### src/rtl/lif_pkg.sv
`default_nettype none
// ============================================================================
// Module      : lif_pkg
// Description : Shared types and constants for the LIF neuron controller.
// Revision    : 1.0
// ============================================================================
package lif_pkg;

    localparam int LIF_WIDTH = 8;

    typedef enum logic [1:0] {
        UNCFG  = 2'd0,
        LOAD   = 2'd1,
        RUN    = 2'd2,
        REFRAC = 2'd3
    } ctrl_state_t;

endpackage
`default_nettype wire

### src/rtl/lif_rr_arbiter.sv
`default_nettype none
// ============================================================================
// Module      : lif_rr_arbiter
// Description : Round-robin one-hot arbiter; search starts at the pointer,
//               which moves one past the winner on every grant.
// Revision    : 1.0
// ============================================================================
module lif_rr_arbiter #(
    parameter int N_REQ = 4
) (
    input  logic             clk,
    input  logic             rst,
    input  logic [N_REQ-1:0] req,
    input  logic             enable,
    output logic [N_REQ-1:0] gnt
);

    localparam int PW = (N_REQ > 1) ? $clog2(N_REQ) : 1;

    logic [PW-1:0]    r_ptr;
    logic [PW-1:0]    w_idx;
    logic [PW-1:0]    w_k;
    logic             w_found;
    logic [N_REQ-1:0] w_gnt;

    always_comb begin
        w_gnt   = '0;
        w_found = 1'b0;
        w_idx   = '0;
        w_k     = '0;
        for (int i = 0; i < N_REQ; i++) begin
            w_k = PW'((int'(r_ptr) + i) % N_REQ);
            if (enable && !w_found && req[w_k]) begin
                w_found    = 1'b1;
                w_gnt[w_k] = 1'b1;
                w_idx      = w_k;
            end
        end
    end

    always_ff @(posedge clk or posedge rst) begin
        if (rst) begin
            r_ptr <= '0;
        end else if (w_found) begin
            r_ptr <= (w_idx == PW'(N_REQ - 1)) ? '0 : w_idx + 1'b1;
        end
    end

    assign gnt = w_gnt;

endmodule
`default_nettype wire

### src/rtl/lif_neuron_ctrl.sv
`default_nettype none
// ============================================================================
// Module      : lif_neuron_ctrl
// Description : Serial parameter loader, synapse round-robin scheduler and
//               refractory/spike-count controller for one LIF neuron core.
// Revision    : 1.0
// ============================================================================
module lif_neuron_ctrl
    import lif_pkg::*;
#(
    parameter int N_REQ      = 4,
    parameter int WIDTH      = LIF_WIDTH,
    parameter int REFRAC_CYC = 4,
    parameter int CNT_W      = 16
) (
    input  logic             clk,
    input  logic             rst,
    input  logic             cfg_valid,
    output logic             cfg_ready,
    input  logic [WIDTH-1:0] cfg_decay,
    input  logic [WIDTH-1:0] cfg_weight,
    input  logic [WIDTH-1:0] cfg_thresh,
    input  logic [N_REQ-1:0] spk_req,
    output logic [N_REQ-1:0] spk_gnt,
    output logic             set_vars,
    output logic             expd,
    output logic             w,
    output logic             t,
    output logic             syn,
    input  logic             axon,
    output logic             configured,
    output logic [CNT_W-1:0] spike_cnt
);

    localparam int BW = (WIDTH > 1) ? $clog2(WIDTH) : 1;
    localparam int RW = $clog2(REFRAC_CYC + 1);

    ctrl_state_t      r_state;
    ctrl_state_t      w_next_state;
    logic [WIDTH-1:0] r_sh_decay;
    logic [WIDTH-1:0] r_sh_weight;
    logic [WIDTH-1:0] r_sh_thresh;
    logic [BW-1:0]    r_bit_cnt;
    logic [RW-1:0]    r_refrac_cnt;

    logic w_xfer;
    logic w_load_done;
    logic w_refrac_done;
    logic w_spike;
    logic w_arb_en;

    assign cfg_ready     = (r_state == UNCFG) || (r_state == RUN);
    assign w_xfer        = cfg_valid && cfg_ready;
    assign w_load_done   = (r_state == LOAD) && (r_bit_cnt == BW'(WIDTH - 1));
    assign w_refrac_done = (r_state == REFRAC) && (r_refrac_cnt == RW'(1));
    assign w_spike       = axon && ((r_state == RUN) || (r_state == REFRAC));
    // A config transfer or an axon pulse pre-empts the synapse in the same cycle.
    assign w_arb_en      = (r_state == RUN) && !w_xfer && !axon;

    lif_rr_arbiter #(
        .N_REQ (N_REQ)
    ) u_arb (
        .clk    (clk),
        .rst    (rst),
        .req    (spk_req),
        .enable (w_arb_en),
        .gnt    (spk_gnt)
    );

    always_ff @(posedge clk or posedge rst) begin
        if (rst) begin
            r_state <= UNCFG;
        end else begin
            r_state <= w_next_state;
        end
    end

    always_comb begin
        w_next_state = r_state;
        case (r_state)
            UNCFG:   if (w_xfer) w_next_state = LOAD;
            LOAD:    if (w_load_done) w_next_state = RUN;
            RUN: begin
                if (w_xfer) begin
                    w_next_state = LOAD;
                end else if (axon) begin
                    w_next_state = REFRAC;
                end
            end
            REFRAC:  if (w_refrac_done) w_next_state = RUN;
            default: w_next_state = UNCFG;
        endcase
    end

    always_ff @(posedge clk or posedge rst) begin
        if (rst) begin
            set_vars     <= 1'b0;
            expd         <= 1'b0;
            w            <= 1'b0;
            t            <= 1'b0;
            syn          <= 1'b0;
            configured   <= 1'b0;
            spike_cnt    <= '0;
            r_sh_decay   <= '0;
            r_sh_weight  <= '0;
            r_sh_thresh  <= '0;
            r_bit_cnt    <= '0;
            r_refrac_cnt <= '0;
        end else begin
            syn <= |spk_gnt;

            if (w_spike && (spike_cnt != '1)) begin
                spike_cnt <= spike_cnt + 1'b1;
            end

            // Bit 0 goes straight out so LOAD cycle i presents bit i.
            if (w_xfer) begin
                set_vars    <= 1'b1;
                expd        <= cfg_decay[0];
                w           <= cfg_weight[0];
                t           <= cfg_thresh[0];
                r_sh_decay  <= cfg_decay >> 1;
                r_sh_weight <= cfg_weight >> 1;
                r_sh_thresh <= cfg_thresh >> 1;
                r_bit_cnt   <= '0;
                configured  <= 1'b0;
            end else if (r_state == LOAD) begin
                if (w_load_done) begin
                    set_vars   <= 1'b0;
                    expd       <= 1'b0;
                    w          <= 1'b0;
                    t          <= 1'b0;
                    configured <= 1'b1;
                end else begin
                    expd        <= r_sh_decay[0];
                    w           <= r_sh_weight[0];
                    t           <= r_sh_thresh[0];
                    r_sh_decay  <= r_sh_decay >> 1;
                    r_sh_weight <= r_sh_weight >> 1;
                    r_sh_thresh <= r_sh_thresh >> 1;
                    r_bit_cnt   <= r_bit_cnt + 1'b1;
                end
            end

            if ((r_state == RUN) && axon && !w_xfer) begin
                r_refrac_cnt <= RW'(REFRAC_CYC);
            end else if (r_state == REFRAC) begin
                r_refrac_cnt <= r_refrac_cnt - 1'b1;
            end
        end
    end

endmodule
`default_nettype wire

### config.mk
export PLATFORM = sky130hd
export DESIGN_NAME = lif_neuron_ctrl
export DESIGN_NICKNAME = d
export VERILOG_FILES = /design/src/rtl/lif_pkg.sv /design/src/rtl/lif_rr_arbiter.sv /design/src/rtl/lif_neuron_ctrl.sv
export SDC_FILE = /design/constraint.sdc
export NUM_CORES = 1
export LEC_CHECK = 0
export ABC_CLOCK_PERIOD_IN_PS = 3400
export BUFFER_PORTS_ARGS = -buffer_cell sky130_fd_sc_hd__buf_4
export CORE_MARGIN = 2
export CORE_UTILIZATION = 40
export DETAILED_ROUTE_END_ITERATION = 7
export GPL_TIMING_DRIVEN = 0
export PLACE_DENSITY = 0.66
export SLEW_MARGIN = 20
export SYNTH_ARGS = -nofsm -noshare
export SYNTH_HDL_FRONTEND = slang
export SYNTH_SLANG_ARGS = --single-unit
### constraint.sdc
create_clock -name clk -period 3.4 [get_ports clk]
set_input_delay 1.02 -clock clk [delete_from_list [all_inputs] [get_ports clk]]
set_output_delay 1.02 -clock clk [all_outputs]
set_load 0.01 [all_outputs]
After elaboration in Yosys (flattened, before gate mapping)
Cells that the tools add are included.
{"block": "word_totals", "memories": 0, "in_bits": 32, "ff_bits": 56, "elab_cells": 143, "latch_bits": 0, "mem_bits_ro": 0, "output_inout_bits": 27, "ramBits": 0}
{"block": "op_classes", "n_bitwise": 3, "n_div": 0, "add_sub_neg": 7, "reduce_logical": 35, "n_eq_ne": 12, "n_mux": 64, "shift": 0, "mul": 0, "magnitude_cmp": 8}
{"cell": "$mux 8", "n": 9}
{"cell": "$mux 1", "n": 27}
{"cell": "$logic_and 1x1->1", "n": 20}
{"cell": "$mux 2", "n": 10}
{"cell": "$add 16x1->16 const B", "n": 1}
{"cell": "$mux 4", "n": 4}
{"cell": "$ne 16x16->1 const B", "n": 1}
{"cell": "$mux 3", "n": 5}
{"cell": "$lt 2x3->1 const B", "n": 4}
{"cell": "$or 4x4->4", "n": 3}
{"cell": "$bmux 1 s2", "n": 4}
{"cell": "$demux 1 s2", "n": 4}
{"cell": "$ge 2x1->1 const B", "n": 4}
{"cell": "$ne 2x2->1 const B", "n": 4}
{"cell": "$pmux 2 s4", "n": 1}
{"cell": "$eq 2x2->1 const B", "n": 3}
{"cell": "$reduce_bool 2->1", "n": 3}
{"cell": "$logic_not 1->1", "n": 5}
{"cell": "$add 2x1->2 const B", "n": 2}
{"cell": "$add 2x2->2 const B", "n": 2}
{"cell": "$reduce_and 2->1", "n": 2}
{"cell": "$reduce_and 4->1", "n": 1}
{"cell": "$reduce_or 4->1", "n": 1}
{"cell": "$add 3x1->3 const B", "n": 1}
{"cell": "7 further kinds", "n": 8}

Depth between registers and ports, before layout
{"block": "depth", "ltp_word": 22, "mapped_depth": 9, "mapped_depth_nobuf": 7}

Modules after synthesis
A second synthesis with hierarchy kept.
{"block": "hier_totals", "cells_unflattened": 329, "area_unflattened_um2": 3047.9}
{"module": "lif_neuron_ctrl", "area_each_um2": 2366.0, "n_inst": 1, "cells_per_inst": 240, "seq_area_each_um2": 1276.2}
{"module": "lif_rr_arbiter", "area_each_um2": 681.9, "n_inst": 1, "cells_per_inst": 89, "seq_area_each_um2": 50.0}

Least setup slack after synthesis
OpenSTA, ideal clock, no wires.
{"block": "synth_timing", "kind": "register to output", "from": "register u_arb.r_ptr[1]", "to": "output port spk_gnt[1]", "path_slack_ps": -96, "arrival_time_ps": 2476, "t_required_ps": 2380, "path_stages_with_launch": 9, "path_buffers": 2, "path_cell_list": "dfrtp_1 > clkbuf_1 > inv_1 > ha_1 > buf_4 > or4_2 > o22ai_2 > o21a_4 > a221o_1"}
{"block": "synth_via", "elab_chain_cells": 16, "word_cells_on_any_way": 51, "classes_between": "add/sub (3); order compare (8); mux (23); bitwise (3); reduce/logical (14)"}
{"item": "start: declaration", "line_no": "lif_rr_arbiter.sv:20", "source": "logic [PW-1:0] r_ptr;"}
{"item": "start signal: assignment", "line_no": "lif_rr_arbiter.sv:45", "source": "r_ptr <= (w_idx == PW'(N_REQ - 1)) ? '0 : w_idx + 1'b1;"}
{"item": "parallel branches: the longest is 15 deep, another holds $lt 2x3->1"}
{"item": "$mux 4 (*)", "line_no": "lif_rr_arbiter.sv:33", "source": "if (enable && !w_found && req[w_k]) begin"}
{"item": "end: declaration", "line_no": "lif_neuron_ctrl.sv:24", "source": "output logic [N_REQ-1:0] spk_gnt,"}
Every way passes the cells marked *. The select of a mux whose other input is x is not followed.

Worst setup path in the final report
{"block": "layout_timing", "from": "input port spk_req[3]", "to": "output port spk_gnt[2]"}
{"block": "layout_via", "elab_chain_cells": 16, "word_cells_on_any_way": 28, "classes_between": "mux (15); bitwise (3); reduce/logical (10)"}
{"item": "start: declaration", "line_no": "lif_neuron_ctrl.sv:23", "source": "input logic [N_REQ-1:0] spk_req,"}
{"item": "$bmux 1 s2", "line_no": "lif_rr_arbiter.sv:33"}
{"item": "$mux 1 (not written as such)", "line_no": "lif_rr_arbiter.sv:33"}
{"item": "$logic_and 1x1->1", "line_no": "lif_rr_arbiter.sv:33"}
{"item": "$mux 1", "line_no": "lif_rr_arbiter.sv:33"}
{"item": "$logic_not 1->1", "line_no": "lif_rr_arbiter.sv:33"}
{"item": "$logic_and 1x1->1 (2 in series)", "line_no": "lif_rr_arbiter.sv:33"}
{"item": "$mux 1", "line_no": "lif_rr_arbiter.sv:33"}
{"item": "$logic_not 1->1", "line_no": "lif_rr_arbiter.sv:33"}
{"item": "$logic_and 1x1->1 (2 in series)", "line_no": "lif_rr_arbiter.sv:33"}
{"item": "$mux 1", "line_no": "lif_rr_arbiter.sv:33"}
{"item": "$logic_not 1->1", "line_no": "lif_rr_arbiter.sv:33"}
{"item": "$logic_and 1x1->1 (2 in series)", "line_no": "lif_rr_arbiter.sv:33"}
{"item": "$mux 4 (*)", "line_no": "lif_rr_arbiter.sv:33"}
Every way passes the cells marked *; elsewhere a longest branch is shown, timed or not. The select of a mux whose other input is x is not followed.

==> impl_summary.log <==
INFO  metric most_frequent_cells_in_the_layout = sky130_fd_sc_hd__nand2_1 (69), sky130_fd_sc_hd__buf_4 (67), sky130_fd_sc_hd__dfrtp_1 (52)
INFO  metric first_global_vias = 2,450
INFO  metric seq_area_frac_synth = 45.1%
INFO  metric gr-total-overflow = 0
INFO  metric detailedRoute.firstIterationViolations = 118
INFO  metric cell_leakage_power = 1.79 nW
INFO  metric synth.distinct_cells = between 40 and 50
INFO  metric tns = -0.264 ns
INFO  metric worst_setup_path_end_kind = primary output
INFO  metric hold_path_depth = 2
INFO  metric most_common_library_cell_in_the_layout_ignoring_fill_and_taps = sky130_fd_sc_hd__nand2_1
INFO  metric worst_skew_pair.late_latency = 0.31 ns
INFO  metric tritoncts.num_buffers = 5
INFO  metric number_of_enable_type_register_cells_in_the_synthesized_netlist = 0
INFO  metric fmax = roughly 290 MHz
INFO  metric clk_transition_reported_paths = 0.10 ns
INFO  metric floorplan.die_area = 8060 um^2
INFO  metric max-clock-path-buffers = 2
INFO  metric syn-mean-instance-area = approximately 9.6 um^2
INFO  metric netlist_area = 2940 um^2
INFO  metric pre_cts_ws = -0.302 ns
INFO  metric grt_start_max_net_pins = 54
INFO  metric dpl-instance-area = 3500 um^2
INFO  metric routed_via_density = just over 5
INFO  metric synth_nets = 353
INFO  metric power_per_cell_area = between 700 and 800 nW/um^2
INFO  metric finalSetupViolCount = 4
INFO  metric fin_nets = 427
INFO  metric failed_checks = setup timing
INFO  metric antenna-diode-count = 0
INFO  metric worst_clock_skew = 0.0134 ns
INFO  metric dr_total_vias = between 2,000 and 2,500
INFO  metric number_of_antenna_violations_at_the_first_check_in_global_routing = 0
INFO  metric drive_above_1_share = 28.7%
INFO  metric status = finished with violations
INFO  metric cts_root_buffer = sky130_fd_sc_hd__clkbuf_8
INFO  metric final_routed_wire_length_divided_by_cell_count = between 10 and 15 um
INFO  metric relative_slew_slack = a little under three fifths
INFO  metric y_dimension_of_the_die = between 80 and 90 um
INFO  metric first_pass_iteration_count_of_the_detailed_router = 4
INFO  metric setup.worst_path.class = input pin to primary output
INFO  metric rsz0062_at_grt = yes
INFO  metric period_share = 102%
INFO  metric placement.io_buffers = 57
INFO  metric design.portCount = 59
INFO  metric layoutNonFillerInstCount = 482
INFO  metric final-max-slew-violation-count = 0
INFO  metric cts_max_level = 2
INFO  metric category_of_the_worst_setup_path_launch_point = input pin
INFO  metric grt_usage = 16.6%
INFO  metric drv_cap = 0
INFO  metric placeableCoreArea = 7180 um^2
INFO  metric gpl.final_weighted_congestion = 0.788
INFO  metric holdBufCountCts = 0
INFO  metric reg2reg_depth = 10
INFO  metric num_rows = 31
INFO  metric vdd_drop_max = 0.311 mV
INFO  metric finalHoldViolations = 0
INFO  metric initial_core_util = just over 40%
INFO  metric clock-sinks = 53
INFO  metric worst_ep_arrival_time = 2.46 ns
INFO  metric dominantRegCellSynth = sky130_fd_sc_hd__dfrtp_1
INFO  metric asyncSetResetFlopFracSynth = between 90% and 100%
INFO  metric drcViolationCount = 0
INFO  metric worst_slack = -0.0837 ns
INFO  metric syn_inst = 308
INFO  metric placedCellCount = 464
INFO  metric hold_path.class = flop to flop
INFO  metric final_design_instance_area_without_fill = 3750 um^2
INFO  metric worstMarginPinSlew = roughly 0.64 ns
INFO  metric crit_required = between 2 and 2.5 ns
INFO  metric critical_path.max_fanout = 10
INFO  metric totalWireLength = around 6.5 mm
INFO  metric antenna_left = 0
INFO  metric wire_length_of_the_first_global_routing_pass = 11.2 mm
INFO  metric postSynthRegisterBits = between 50 and 60
INFO  metric synthToLayoutAreaGrowth = 27.6%
INFO  metric dieWidth = 89.8 um
INFO  metric tritoncts = done
INFO  metric whs = 0.486 ns
INFO  metric post-route-min-period = 3.48 ns
INFO  metric yosys_warnings = 0
INFO  metric dp.final_hpwl = 4.59 mm
-- cells by family after synthesis --
| kind of cell | share of synthesized area (%) |
|---|---|
| DFF | 45.1 |
| xor gates and xnor gates | 4.46 |
| AOI/OAI and AO/OA | 15.8 |
| and+or+nand+nor | 19.2 |
| buffers and inverters | 4.42 |
| adders and majority gates | 5.53 |
| muxes | 5.57 |
-- registers in the layout (all words and copies together), names as in the netlist, 2 cells and up --
name and flops:
spike_cnt 16, r_sh_decay 7, r_sh_thresh 7, r_sh_weight 7
r_bit_cnt 3, r_refrac_cnt 3, r_state 2, u_arb.r_ptr 2
-- what timing repair did --
| item | CTS | global route |
|---|---|---|
| resized for setup | 20 | 2 |
| pin swaps | 6 | 6 |
| endpoints found under the setup margin | 4 | 4 |
| endpoints found under the hold margin | 0 | 0 |
| setup buffers | 9 | 3 |
-- Yosys cell counts, types with 7 or more instances --
master	number	area, um^2
sky130_fd_sc_hd__a21oi_1	11	55.1
sky130_fd_sc_hd__o21ai_0	20	100
sky130_fd_sc_hd__dfrtp_1	53	1330
sky130_fd_sc_hd__xnor2_1	8	70.1
sky130_fd_sc_hd__xor2_1	7	61.3
sky130_fd_sc_hd__clkbuf_1	8	30.0
sky130_fd_sc_hd__ha_1	13	163
sky130_fd_sc_hd__inv_1	12	45.0
sky130_fd_sc_hd__nor2_1	15	56.3
sky130_fd_sc_hd__a22oi_1	18	135
sky130_fd_sc_hd__nand2_1	69	259
-- stage by stage --
| step | total power (W) | utilization (%) |
|---|---|---|
| floorplan | 0.00188 | - |
| global placement | 0.00222 | 48.7 |
| detailed placement | 0.00225 | 48.8 |
| CTS | 0.00275 | 52.2 |
| global route | 0.00298 | 52.3 |
| finish | 0.00273 | 52.3 |
-- critical path, stage by stage --
cell and delay, ns:
sky130_fd_sc_hd__buf_4 0.12, sky130_fd_sc_hd__buf_4 0.16, sky130_fd_sc_hd__mux4_2 0.54, sky130_fd_sc_hd__nand3b_1 0.20, sky130_fd_sc_hd__a21oi_2 0.13, sky130_fd_sc_hd__a221o_1 0.17
sky130_fd_sc_hd__buf_6 0.12
-- where the power goes --
group | leakage [nW] | internal [W] | switching, W
clock | 0.0478 | 0.000168 | 0.000214
combinational | 1.08 | 0.000613 | 0.000709
sequential | 0.661 | 0.000871 | 0.000157
-- per-layer routing --
metal,share of wire (%),GRT usage (%),up-vias
li1,-,-,1223
met1,46,21.8,1181
met2,49,27.4,39
met3,4.4,4.44,8
met4,1.2,4.49,0
met5,0,0,-
-- final cells by class --
class | count | area, um^2
fillers | 685 | 3420
multi-input cells | 228 | 1530
flip-flops and latches | 53 | 1330
repair buffers | 69 | 533
well taps | 99 | 124
plain buffers | 13 | 85.1
clock buffers | 6 | 82.6
inverters | 12 | 58.8
clock inverters | 2 | 16.3
-- worst paths after layout --
kind | from | endpoint | slack (ns)
worst max-delay path | spk_req[3] | spk_gnt[2] | -0.08
worst min-delay path | r_sh_decay[4] | r_sh_decay[4] | 0.49
worst max register to register | u_arb.r_ptr[1] | syn | 0.65
worst min register to register | r_sh_decay[4] | r_sh_decay[4] | 0.49
max in group asynchronous | rst | u_arb.r_ptr[0] | 2.12
min in group asynchronous | rst | r_sh_thresh[3] | 0.80
Note: power is estimated with default switching activity, not from simulation.
